File: src/rtl/draw_pkg.sv
// Shared geometry constants, the queued command format and the sequencer state encoding.
package draw_pkg;

  localparam int X_W          = 10;
  localparam int Y_W          = 9;
  localparam int AREA_W       = X_W + Y_W;
  localparam int SCREEN_W     = 640;
  localparam int SCREEN_H     = 480;
  // Widest colour a queued command can carry; the sequencer's COLOUR_W must not exceed it.
  localparam int MAX_COLOUR_W = 8;

  typedef struct packed {
    logic [X_W-1:0]          x;
    logic [Y_W-1:0]          y;
    logic [X_W-1:0]          w;
    logic [Y_W-1:0]          h;
    logic [MAX_COLOUR_W-1:0] colour;
  } rect_cmd_t;

  typedef enum logic [1:0] {
    ST_IDLE,
    ST_LOAD,
    ST_DRAW
  } state_e;

endpackage

File: src/rtl/rect_cmd_fifo.sv
// Synchronous command FIFO with a combinational head.
// A push is refused while full, even if a pop happens in the same cycle.
module rect_cmd_fifo
  import draw_pkg::*;
#(
  parameter int DEPTH = 4
) (
  input  logic       clock,
  input  logic       resetn,
  input  logic       push_i,
  input  rect_cmd_t  push_dat_i,
  input  logic       pop_i,
  output rect_cmd_t  pop_dat_o,
  output logic       full_o,
  output logic       empty_o,
  output logic [DEPTH:0] count_o
);

  localparam int PTR_W = $clog2(DEPTH);

  rect_cmd_t          mem_q [DEPTH];
  logic [PTR_W-1:0]   wr_ptr_q, wr_ptr_d;
  logic [PTR_W-1:0]   rd_ptr_q, rd_ptr_d;
  logic [DEPTH:0]     count_q, count_d;
  logic               do_push, do_pop;

  assign full_o    = (count_q == (DEPTH+1)'(DEPTH));
  assign empty_o   = (count_q == '0);
  assign count_o   = count_q;
  assign pop_dat_o = mem_q[rd_ptr_q];

  always_comb begin
    do_push  = push_i && !full_o;
    do_pop   = pop_i && !empty_o;
    wr_ptr_d = wr_ptr_q;
    rd_ptr_d = rd_ptr_q;
    count_d  = count_q;
    if (do_push) wr_ptr_d = wr_ptr_q + PTR_W'(1);
    if (do_pop)  rd_ptr_d = rd_ptr_q + PTR_W'(1);
    if (do_push && !do_pop)      count_d = count_q + (DEPTH+1)'(1);
    else if (do_pop && !do_push) count_d = count_q - (DEPTH+1)'(1);
  end

  always_ff @(posedge clock) begin
    if (!resetn) begin
      wr_ptr_q <= '0;
      rd_ptr_q <= '0;
      count_q  <= '0;
    end else begin
      wr_ptr_q <= wr_ptr_d;
      rd_ptr_q <= rd_ptr_d;
      count_q  <= count_d;
    end
  end

  // Storage needs no reset: the pointers alone define what is valid.
  always_ff @(posedge clock) begin
    if (do_push) mem_q[wr_ptr_q] <= push_dat_i;
  end

endmodule

File: src/rtl/rect_draw_sequencer.sv
// Queues rectangle commands and gates the rasteriser for exactly w*h plot cycles per command.
// Optional screen clipping when RECT_CLIP_EN is defined; cmd_ready is low only while the FIFO is full.
module rect_draw_sequencer
  import draw_pkg::*;
#(
  parameter int DEPTH    = 4,
  parameter int COLOUR_W = 3
) (
  input  logic                clock,
  input  logic                resetn,
  input  logic                cmd_valid,
  output logic                cmd_ready,
  input  logic [X_W-1:0]      cmd_x,
  input  logic [Y_W-1:0]      cmd_y,
  input  logic [X_W-1:0]      cmd_w,
  input  logic [Y_W-1:0]      cmd_h,
  input  logic [COLOUR_W-1:0] cmd_colour,
  output logic                rd_enable,
  output logic [X_W-1:0]      rd_x,
  output logic [Y_W-1:0]      rd_y,
  output logic [X_W-1:0]      rd_width,
  output logic [Y_W-1:0]      rd_height,
  output logic                plot,
  output logic [COLOUR_W-1:0] colour,
  output logic                busy
);

  rect_cmd_t           push_cmd, head;
  logic                fifo_full, fifo_empty, pop, push_fire, pop_fire, more_after;
  logic [DEPTH:0]      fifo_count;
  state_e              state_q, state_d;
  logic [AREA_W-1:0]   remaining_q, remaining_d, area;
  logic [X_W-1:0]      rd_x_q, rd_x_d, rd_width_q, rd_width_d, eff_w;
  logic [Y_W-1:0]      rd_y_q, rd_y_d, rd_height_q, rd_height_d, eff_h;
  logic [COLOUR_W-1:0] colour_q, colour_d;
  logic                offscreen, discard, unused_colour;

  always_comb begin
    push_cmd        = '0;
    push_cmd.x      = cmd_x;
    push_cmd.y      = cmd_y;
    push_cmd.w      = cmd_w;
    push_cmd.h      = cmd_h;
    push_cmd.colour = MAX_COLOUR_W'(cmd_colour);
  end

  rect_cmd_fifo #(.DEPTH(DEPTH)) u_fifo (
    .clock      (clock),
    .resetn     (resetn),
    .push_i     (cmd_valid),
    .push_dat_i (push_cmd),
    .pop_i      (pop),
    .pop_dat_o  (head),
    .full_o     (fifo_full),
    .empty_o    (fifo_empty),
    .count_o    (fifo_count)
  );

  assign unused_colour = ^head.colour;
  assign pop        = (state_q == ST_LOAD);
  assign push_fire  = cmd_valid && !fifo_full;
  assign pop_fire   = pop && !fifo_empty;
  // FIFO still holds a command once this cycle's push and pop have landed.
  assign more_after = push_fire || (fifo_count > (DEPTH+1)'(pop_fire));

`ifdef RECT_CLIP_EN
  logic [X_W:0] x_end;
  logic [Y_W:0] y_end;

  always_comb begin
    x_end     = {1'b0, head.x} + {1'b0, head.w};
    y_end     = {1'b0, head.y} + {1'b0, head.h};
    offscreen = (head.x >= X_W'(SCREEN_W)) || (head.y >= Y_W'(SCREEN_H));
    eff_w     = head.w;
    eff_h     = head.h;
    if (x_end > (X_W+1)'(SCREEN_W)) eff_w = X_W'((X_W+1)'(SCREEN_W) - {1'b0, head.x});
    if (y_end > (Y_W+1)'(SCREEN_H)) eff_h = Y_W'((Y_W+1)'(SCREEN_H) - {1'b0, head.y});
    if (offscreen) begin
      eff_w = '0;
      eff_h = '0;
    end
  end
`else
  assign eff_w     = head.w;
  assign eff_h     = head.h;
  assign offscreen = 1'b0;
`endif

  assign area    = AREA_W'(eff_w) * AREA_W'(eff_h);
  assign discard = offscreen || (area == '0);

  always_comb begin
    state_d     = state_q;
    remaining_d = remaining_q;
    rd_x_d      = rd_x_q;
    rd_y_d      = rd_y_q;
    rd_width_d  = rd_width_q;
    rd_height_d = rd_height_q;
    colour_d    = colour_q;
    case (state_q)
      ST_IDLE: if (!fifo_empty) state_d = ST_LOAD;
      ST_LOAD: begin
        rd_x_d      = head.x;
        rd_y_d      = head.y;
        rd_width_d  = eff_w;
        rd_height_d = eff_h;
        colour_d    = COLOUR_W'(head.colour);
        remaining_d = area;
        if (discard) state_d = more_after ? ST_LOAD : ST_IDLE;
        else         state_d = ST_DRAW;
      end
      ST_DRAW: begin
        remaining_d = remaining_q - AREA_W'(1);
        if (remaining_q == AREA_W'(1)) state_d = more_after ? ST_LOAD : ST_IDLE;
      end
      default: state_d = ST_IDLE;
    endcase
  end

  always_ff @(posedge clock) begin
    if (!resetn) begin
      state_q     <= ST_IDLE;
      remaining_q <= '0;
      rd_x_q      <= '0;
      rd_y_q      <= '0;
      rd_width_q  <= '0;
      rd_height_q <= '0;
      colour_q    <= '0;
    end else begin
      state_q     <= state_d;
      remaining_q <= remaining_d;
      rd_x_q      <= rd_x_d;
      rd_y_q      <= rd_y_d;
      rd_width_q  <= rd_width_d;
      rd_height_q <= rd_height_d;
      colour_q    <= colour_d;
    end
  end

  assign cmd_ready = !fifo_full;
  assign rd_enable = (state_q == ST_DRAW);
  assign plot      = (state_q == ST_DRAW);
  assign rd_x      = rd_x_q;
  assign rd_y      = rd_y_q;
  assign rd_width  = rd_width_q;
  assign rd_height = rd_height_q;
  assign colour    = colour_q;
  assign busy      = !fifo_empty || (state_q != ST_IDLE);

endmodule

File: config.mk
export PLATFORM = sky130hd
export DESIGN_NAME = rect_draw_sequencer
export DESIGN_NICKNAME = d
export VERILOG_FILES = /design/src/rtl/draw_pkg.sv /design/src/rtl/rect_cmd_fifo.sv /design/src/rtl/rect_draw_sequencer.sv
export SDC_FILE = /design/constraint.sdc
export NUM_CORES = 1
export LEC_CHECK = 0
export CAP_MARGIN = 20
export CORE_MARGIN = 2
export CORE_UTILIZATION = 57
export DETAILED_ROUTE_END_ITERATION = 6
export MAX_ROUTING_LAYER = met4
export PLACE_DENSITY = 0.78
export SYNTH_ARGS = -nofsm -noshare
export SYNTH_HDL_FRONTEND = slang
export SYNTH_SLANG_ARGS = --single-unit
File: constraint.sdc
create_clock -name clock -period 7.05 [get_ports clock]
set_input_delay 1.41 -clock clock [delete_from_list [all_inputs] [get_ports clock]]
set_output_delay 1.41 -clock clock [all_outputs]
set_load 0.005 [all_outputs]
Word-level counts from Yosys, hierarchy flattened
Memories as Yosys holds them, arrays and structs flattened. A register that Yosys moved wholly into a read port is not among the register bits.
Cells that the tools add are included.
{"block": "totals", "ff_bits": 71, "in_bits": 44, "ram_bits": 164, "out_inout_bits": 45, "memories": 1}
{"block": "classes", "n_reduce_logical": 17, "mul": 1, "magnitude_cmp": 1, "addsub": 5, "eq_ne": 6, "n_mux": 12}
{"name": "u_fifo.mem_q", "depth": 4, "word_bits": 41, "read_ports": 1, "rd_ports_with_merged_regs": 1, "wr": 1, "line_no": "rect_cmd_fifo.sv:21", "text": "rect_cmd_t mem_q [DEPTH];"}
{"operator": "$pmux 19 s2", "n": 1}
{"operator": "$eq 19x1->1 const B", "n": 1}
{"operator": "$logic_not 19->1", "n": 1}
{"operator": "$mul 10x9->19", "n": 1}
{"operator": "$sub 19x1->19 const B", "n": 1}
{"operator": "$mux 2", "n": 5}
{"operator": "$mux 5", "n": 2}
{"operator": "$pmux 2 s3", "n": 1}
{"operator": "$reduce_bool 2->1", "n": 3}
{"operator": "$add 5x1->5 const B", "n": 1}
{"operator": "$eq 5x3->1 const B", "n": 1}
{"operator": "$gt 5x1->1", "n": 1}
{"operator": "$logic_not 5->1", "n": 1}
{"operator": "$sub 5x1->5 const B", "n": 1}
{"operator": "$add 2x1->2 const B", "n": 2}
{"operator": "$logic_and 1x1->1", "n": 4}
{"operator": "$logic_not 1->1", "n": 4}
{"operator": "$mux 1", "n": 3}
{"operator": "$eq 2x1->1 const B", "n": 1}
{"operator": "$eq 2x2->1 const B", "n": 1}
{"operator": "$logic_not 2->1", "n": 1}
{"operator": "$logic_or 1x1->1", "n": 2}
{"operator": "$ne 2x1->1 const B", "n": 1}
{"operator": "$ne 2x2->1 const B", "n": 1}
{"operator": "$reduce_and 2->1", "n": 1}

Logic depth before layout (Yosys ltp)
Gate-level depths: netlist (run 1).
{"block": "logic_depth", "word_depth": 8, "mapped_depth": 21, "depth_no_buf": 18}

By module
From an unflattened synthesis (run 1), not the netlist that was laid out.
{"block": "unflattened", "hier_cells": 975, "hier_area_um2": 13025.0}
{"mod": "rect_cmd_fifo", "area_each_um2": 7287.0, "cells_per_inst": 312, "n_inst": 1}
{"mod": "rect_draw_sequencer", "area_each_um2": 5738.0, "cells_per_inst": 663, "n_inst": 1}

Least setup slack after synthesis (run 1)
No wires, ideal clock.
{"block": "synth_path", "kind": "reg2reg", "start": "register (tool-made name)", "end": "register state_q[0]", "path_slack_ps": 1067, "stages_incl_launch_ff": 20, "path_buffers": 3, "t_arrival_ps": 5923, "path_cell_list": "dfxtp_1 clkbuf_1 buf_2 buf_4 mux4_2 and2_1 fa_1 inv_1 fa_1 fa_1 fa_1 inv_1 ha_1 a21o_1 a21o_1 or3_4 a2111oi_4 nand4bb_1 nor4b_2 a32o_2"}
{"element": "to (signal assigned)", "line_no": "rect_draw_sequencer.sv:130", "text": "state_q <= state_d;"}
{"element": "to (decl)", "line_no": "rect_draw_sequencer.sv:31", "text": "state_e state_q, state_d;"}

==> results, run 1 <==
- The run finished with clean final reports.
- The final layout contains routed wiring with a total length of 25000 um.
- The die is between 150 and 200 um tall.
- The post-synthesis mux area share is 11.3%.
- The clock transition time at the flip-flop clock pins of the worst setup and hold paths is 0.06 ns.
- In the routed layout, each cell is associated on average with a via count of 5.72.
- The number of clock buffers added by TritonCTS is 24.
- The slowest library cell on the worst path is sky130_fd_sc_hd__mux4_2.
- The arrival time at the worst endpoint is 6.50 ns.
- CTS saw 237 sinks.
- The initial antenna violation count is 0.
- The max-capacitance violation count is 0.
- The synthesized netlist contains 58 unique library cells.
- The area growth from synthesis to layout is 15.6%.
- In this run the worst path has a maximum fanout of 15.
- The worst path uses a little under 90% of the clock period.
- The setup TNS after final layout is 0 ns.
- The data required time at the worst endpoint is 7.42 ns.
- The number of levels the H-tree was split into is 1.
- The congestion estimate from routability-driven global placement came to 0.830.
- Counting flops with a built-in enable in the synthesized netlist gives 164.
- The number of design rule violations left after detail routing is 0.
- Of the total synthesized cell area, the portion taken by full adders, half adders and majority gates is 14.9%.
- In the final routed layout, each cell accounts on average for between 15 and 20 um.
- In this run the cell area of the synthesized design comes to 12400 um2.
- The floorplan step defined a die boundary enclosing approximately 23000 um2.
- Setup repair after global routing left no endpoint under its margin.
- The clock latency on the worst-skew pair is approximately 0.54 ns.
- Once detailed placement completed, the half-perimeter wirelength came to around 17000 um.
- The first TritonRoute pass finished after 5 iterations.
- The worst slew margin relative to its limit is 27.0%.
- The root buffer cell chosen for the clock tree is sky130_fd_sc_hd__clkbuf_16.
- The length in cells of the worst reg-to-reg path is 17.
- The simple-gate area share of the yosys netlist is 10.7%.
- Leaving out fill and tap cells, the most frequent cells in the layout are sky130_fd_sc_hd__edfxtp_1 (164), sky130_fd_sc_hd__inv_1 (92), sky130_fd_sc_hd__clkdlybuf4s50_1 (88).
- The slew of the pin with the lowest slew margin is 1.10 ns.
- The fraction of synthesized cell area in xor and xnor cells is under 10%.
- The maximum clock rate is around 160 MHz.
- The post-synth net total is 1126.
- The ratio of cells with drive above 1 in the final layout is roughly 10%.
- The main combinational cell family by area after synthesis is adder cells.
- The worst hold path stage count is 2.
- In the synthesized netlist, the number of instances is 970.
- In this run the horizontal extent of the chip is 151 um.
- With fillers left out, the area of the finished cells amounts to ~14000 um2.
- The net count of the finished layout is approximately 1200.
- For this run, the total global-route usage over all layers was measured as 23.6%.
- Counting stages on the worst path, the most repeated cell is sky130_fd_sc_hd__fa_1.
- 89 I/O pins were placed.
- The initial utilization of the core area, before any placement, comes to 58.4%.
- The final number of max-transition violations is 0.
- The via count of the first global-routing pass is 7918.
- The number of antenna diodes in the final layout is 0.
- The count of input and output buffers is 88.
- Across all setup checks in the final design, the least slack found is 0.924 ns.
- The maximum buffer depth of the clock tree is 3.
- After synthesis, the mean cell area works out to 12.7 um2.
- The global-route wire length before repair is 40700 um.
- In the synthesized netlist the dominant register cell turns out to be sky130_fd_sc_hd__edfxtp_1.
- The global-route congestion overflow total is 0.
- The share of the synthesized area in compound gates (AO/OA/AOI/OAI) is between 6 and 7%.
- The detailed router placed 7683 vias in this run.
- The largest incremental delay on the critical path is 0.64 ns.
- In this run, post-CTS hold repair placed 0 buffers.
- The CTS tree is done.
- Traced cell by cell, the critical path runs through buf_4, mux4_2, and2_1, fa_1, inv_1, fa_1, fa_1, fa_1, inv_1, ha_1, a21o_1, a21o_1, or3_4, a2111oi_4, nand4bb_1, nor4b_2, a311oi_1.
- The total area inside the core boundary comes to 21200 um2.
- The residual antenna-violating net count after detailed routing is 0.
- In this run the core area contains 53 standard-cell rows.
- The share of flip-flops with an asynchronous set or reset is 0%.
- The worst setup path is captured at a flip-flop.
- The pre-CTS setup slack is 0.863 ns.
- The worst setup path is launched from a flip-flop.
- The final critical path time including I/O delays and setup is 6.13 ns.
- The yosys synthesis warning count is 0.
- After synthesis, flip-flops and latches occupy 51.7% of the total area.
- For the final database, setup skew stands at 0.0164 ns.
- Entering global routing, the biggest net connects 67 pins.
- The count of final hold-check violations was 0.
- After clock tree synthesis, the repair step resized 0 gates.
- The library cell used most frequently in the layout, excluding fill and tap cells, is sky130_fd_sc_hd__edfxtp_1.
- The detailed router finished its first iteration with 517 violations.
- Once placement finished, the instance area stood at 13500 um2.
- Setup violations remaining at the end of the flow were counted as 0.
- Counting flops and latches in the post-synthesis netlist gives 237.
- The worst setup path is of the reg2reg kind.
- The number of buffers inserted to repair setup after CTS is 0.
- The class of the most critical hold timing path is reg2reg.
## state kept, by name (all words and copies together) (netlist names), named ones only
name	cells
colour	3
rd_height	9
rd_width	10
rd_x	10
rd_y	9
remaining_q	19
state_q	2
u_fifo.count_o	5
u_fifo.mem_q	164
u_fifo.rd_ptr_q	2
u_fifo.wr_ptr_q	2
## worst paths after layout
path,slack [ns],startpoint,to
worst max-delay path,0.92,flip-flop,state_q[1]$_SDFFE_PN0P_
worst min-delay path,0.47,remaining_q[17]$_SDFFE_PN0P_,remaining_q[17]$_SDFFE_PN0P_
worst max register to register,0.92,flip-flop,state_q[1]$_SDFFE_PN0P_
worst min register to register,0.47,remaining_q[17]$_SDFFE_PN0P_,remaining_q[17]$_SDFFE_PN0P_
## metal layers
layer  GRT usage [%]  vias to the layer above  wire, um
li1                -                     3598         -
met1            29.5                     3819     10200
met2            39.1                      208     12500
met3            4.76                       58      1480
met4            7.20                        0       754
met5               -                        -         0
## synthesized netlist by cell type, types with 6 or more instances
| library cell | n | area share (%) |
|---|---|---|
| sky130_fd_sc_hd__mux2i_1 | 45 | 3.6 |
| sky130_fd_sc_hd__xor2_1 | 7 | 0.50 |
| sky130_fd_sc_hd__xnor2_1 | 9 | 0.64 |
| sky130_fd_sc_hd__nor2_1 | 73 | 2.2 |
| sky130_fd_sc_hd__edfxtp_1 | 164 | 40 |
| sky130_fd_sc_hd__or3_1 | 6 | 0.30 |
| sky130_fd_sc_hd__o21ai_0 | 24 | 0.97 |
| sky130_fd_sc_hd__clkbuf_1 | 34 | 1.0 |
| sky130_fd_sc_hd__and2_1 | 63 | 3.2 |
| sky130_fd_sc_hd__inv_1 | 93 | 2.8 |
| sky130_fd_sc_hd__ha_1 | 54 | 5.5 |
| sky130_fd_sc_hd__a21o_1 | 8 | 0.49 |
| sky130_fd_sc_hd__nand2b_1 | 7 | 0.35 |
| sky130_fd_sc_hd__nand2_1 | 67 | 2.0 |
| sky130_fd_sc_hd__fa_1 | 58 | 9.4 |
| sky130_fd_sc_hd__a211oi_1 | 7 | 0.43 |
| sky130_fd_sc_hd__nor3_1 | 16 | 0.65 |
| sky130_fd_sc_hd__nand3_1 | 8 | 0.32 |
| sky130_fd_sc_hd__dfxtp_1 | 73 | 12 |
| sky130_fd_sc_hd__a21oi_1 | 30 | 1.2 |
| sky130_fd_sc_hd__mux4_2 | 41 | 7.5 |
| sky130_fd_sc_hd__and3_1 | 8 | 0.40 |
| sky130_fd_sc_hd__buf_1 | 7 | 0.21 |
## area by class of cell
class                   count  area [um2]
clock inverters            14         153
fillers                  1480        6860
repair buffers            101         978
flip-flops and latches    237        6390
clock buffers              30         633
well taps                 275         344
inverters                  93         349
multi-input cells         594        5450
## cells by family after synthesis
kind of cell | count (synthesis)
simple gates | 267
flops | 237
buf+inv | 139
fa+ha+maj | 112
compound gates | 111
mux | 88
xor+xnor | 16
## critical path: cells and delay by family, from the launching register on
kind            cells  cell delay (ns)
fa+ha+maj           5             2.31
simple gates        4             1.07
compound gates      4             0.91
mux                 1             0.64
flops               1             0.63
buf+inv             3             0.37
## stage by stage
step           utilization [%]  instances  hold slack (ns)
2_1_floorplan                -        970            0.432
3_3_place_gp              63.9       1300            0.443
3_5_place_dp              63.9       1300            0.461
4_1_cts                   67.6       1344            0.468
5_1_grt                   67.6       1344            0.492
6_report                  67.6       1344            0.469
Power of run 1 is left out: the tool's default activity adds up to more than one toggle a clock period on the data nets, which glitch-free logic cannot reach.
==> run 2: changes to the inputs <==
Settings changed: GPL_TIMING_DRIVEN set to 0.
==> run 2 against run 1 <==
First-iteration DRC count down 3.3%; routed wire length up 7.9%; non-clock buffer count up 37; cell area up 1.7%; critical endpoint is now state_q[0]$_SDFFE_PN0P_; largest cell class unchanged.
==> results, run 2 (synthesis results as in run 1) <==
- The detail-routed net length per standard cell is 19.5 um.
- The final worst clock skew is approximately 0.016 ns.
- The critical path ends at state_q[0]$_SDFFE_PN0P_.
- Walking the worst path, the cells encountered are clkbuf_1, buf_2, buf_4, mux4_2, and2_1, fa_1, inv_1, fa_1, fa_1, fa_1, inv_1, ha_1, a21o_1, a21o_1, or3_4, a2111oi_4, nand4bb_1, nor4b_2, a32o_2.
- The first global-routing pass estimated around 44000 um of wire.
- For this run, global-route usage on met3 was measured as between 5 and 6%.
- Clock tree synthesis found a total of 237 sinks.
- The worst register-to-register path has a depth of 19.
- The overall global routing resource usage is 25.5%.
- The repair_antennas step left the layout with diodes totalling 0.
- The total iterations of the first detailed-routing run is 5.
- The library cell used most frequently in the layout, excluding fill and tap cells, is sky130_fd_sc_hd__edfxtp_1.
- The final setup violation count is 0.
- The maximum buffer depth of the clock tree is 3.
- The via-per-instance ratio is roughly 5.8.
- The endpoint identified for the worst register-to-register timing path is state_q[0]$_SDFFE_PN0P_.
- The count of final hold-check violations is 0.
- The residual antenna-violating net count after detailed routing is 0.
- Among the stages of the critical path, the cell type that occurs most often is sky130_fd_sc_hd__fa_1.
- Buffers added to address setup during post-CTS repair amount to 0.
- In the final timing run, aggregate negative setup slack is 0 ns.
- The routability-driven placement congestion ratio is 0.896.
- For the pin with the worst max-slew slack, the measured transition is 1.15 ns.
- The filler cells instantiated in the layout total 1423.
- In this run the count of I/O pins placed on the die edge is 89.
- The flip-flop and latch area is between 6000 and 7000 um2.
- The class of the most critical hold timing path is reg2reg.
- Entering global routing, the biggest net connects 36 pins.
- The clock transition time at the flip-flop clock pins of the worst setup and hold paths is 0.06 ns.
- The HPWL after detailed placement is 18600 um.
- The number of clock buffers added by TritonCTS is 24.
- The sort of element at the end of the critical path is a flip-flop.
- The critical path startpoint category is a flip-flop.
- The flow ran to the end, and the final reports show no timing, DRC or antenna violations.
- The max-capacitance violation count is 0.
- The worst register-to-register path has a setup slack of 0.46 ns.
- In the finished design, the share of the clock period the worst path needs comes to 93.5%.
- The number of design rule violations left after detail routing is 0.
- The clock latency on the worst-skew pair is 0.52 ns.
- In the global route stage, met1 resource usage came out at 31.4%.
- The DRC marker count from the first detailed-route iteration is 500.
- Static timing analysis puts the maximum clock frequency at 152 MHz.
- In this run, post-CTS repair resized a total of 0 instances.
- Of the cells placed in the final design, the portion with a size suffix greater than 1 is a little under a tenth.
- The register with the most flip-flops in the final layout is u_fifo.mem_q.
- Detailed routing inserted a total of 8012 vias.
- The largest incremental delay on the critical path is 0.67 ns.
- Among all stages on the critical path, the largest delay is contributed by sky130_fd_sc_hd__mux4_2.
- For the finished layout, the period the worst path requires is 6.59 ns.
- Headroom to the max-slew limit came out at 23.6%.
- The arrival time at the worst endpoint is 7.06 ns.
- The total area of multi-input combinational cells is 5450 um2.
- The global-route congestion overflow total is 0.
- The met2 demand-to-capacity share in global routing is 42.2%.
- The data required time at the worst endpoint is roughly 7.5 ns.
- The type of the worst setup path is reg2reg.
- Of all nets on the critical path, the largest fanout is 10.
- The busiest layer in global routing is met2.
- Leaving out fill and tap cells, the most frequent cells in the layout are sky130_fd_sc_hd__edfxtp_1 (164), sky130_fd_sc_hd__inv_1 (93), sky130_fd_sc_hd__clkdlybuf4s50_1 (88).
- The register with the most flip-flops in the layout has 164 of them.
- The CTS tree is done.
- The largest registers in the layout are u_fifo.mem_q x164, remaining_q x19.
- The starting density of the core is between 50% and 60%.
- The number of levels the H-tree was split into is 1.
- The final number of max-transition violations is 0.
- The core region is 21200 um2.
- The total wirelength of the detailed-routed design is 26900 um.
- The initial antenna violation count is 0.
- The die boundary height is 151 um.
- The number of placement rows is 53.
- The cell sitting at the root of the clock tree is a sky130_fd_sc_hd__clkbuf_16.
- The count of input and output buffers is 88.
- The via count of the first global-routing pass is 8300.
- In the final design database the tool counted ~1200 nets.
- The die covers approximately 23000 um2.
- The die span in x is 151 um.
- Hold repair after CTS inserted 0 buffers.
- Setup repair after global routing left no endpoint under its margin.
- The area growth from synthesis to layout is 17.7%.
[run 2: per-layer routing]
layer  up-vias  share of wire (%)
met5         -                  0
met4         0                3.5
met3        72                6.4
met2       276                 50
met1      3989                 40
li1       3675                  -
[run 2: worst max-delay path, delay by kind of cell (launching register included)]
kind,cells,cell delay (ns)
fa+ha+maj,5,2.31
simple gates,4,1.13
buf+inv,5,1.11
compound gates,4,1.01
mux,1,0.67
flops,1,0.30
[run 2: final cells by class]
type	count	area share, %
tap	275	2.37
buffer	46	1.26
clock inverter	9	0.886
multi-input combinational	594	37.5
sequential	237	43.9
clock buffer	35	5.13
timing repair buffer	92	6.61
inverter	93	2.40
[run 2: stage by stage]
stage               area (um2)  worst slack [ns]  util (%)  hold slack [ns]  cells
floorplan                12400              1.07         -            0.432    970
finish                   14500             0.458      68.8            0.470   1381
global route             14500             0.170      68.8            0.487   1381
detailed placement       13700             0.414      64.6            0.460   1337
CTS                      14500             0.403      68.8            0.470   1381
global placement         13600             0.434      64.2            0.441   1333
[run 2: how the worst min path moves through the flow]
stage / depth (start not counted) / slack (ns) / endpoint / start
6_report: 2 / 0.47 / remaining_q[17]$_SDFFE_PN0P_ / remaining_q[17]$_SDFFE_PN0P_
5_1_grt: 2 / 0.49 / remaining_q[17]$_SDFFE_PN0P_ / remaining_q[17]$_SDFFE_PN0P_
4_1_cts: 2 / 0.47 / remaining_q[17]$_SDFFE_PN0P_ / remaining_q[17]$_SDFFE_PN0P_
3_5_place_dp: 2 / 0.46 / remaining_q[17]$_SDFFE_PN0P_ / remaining_q[17]$_SDFFE_PN0P_
3_3_place_gp: 2 / 0.44 / remaining_q[17]$_SDFFE_PN0P_ / remaining_q[17]$_SDFFE_PN0P_
2_1_floorplan: 2 / 0.43 / remaining_q[17]$_SDFFE_PN0P_ / remaining_q[17]$_SDFFE_PN0P_
Power of run 2 is left out for the same reason.
==> run 3: changes to the inputs <==
Settings changed: CTS_CLUSTER_DIAMETER set to 120.
==> results of run 3 <==
Same layout as run 2: the final DEF is identical, and so are final timing and power.
Power of run 3 is left out for the same reason.
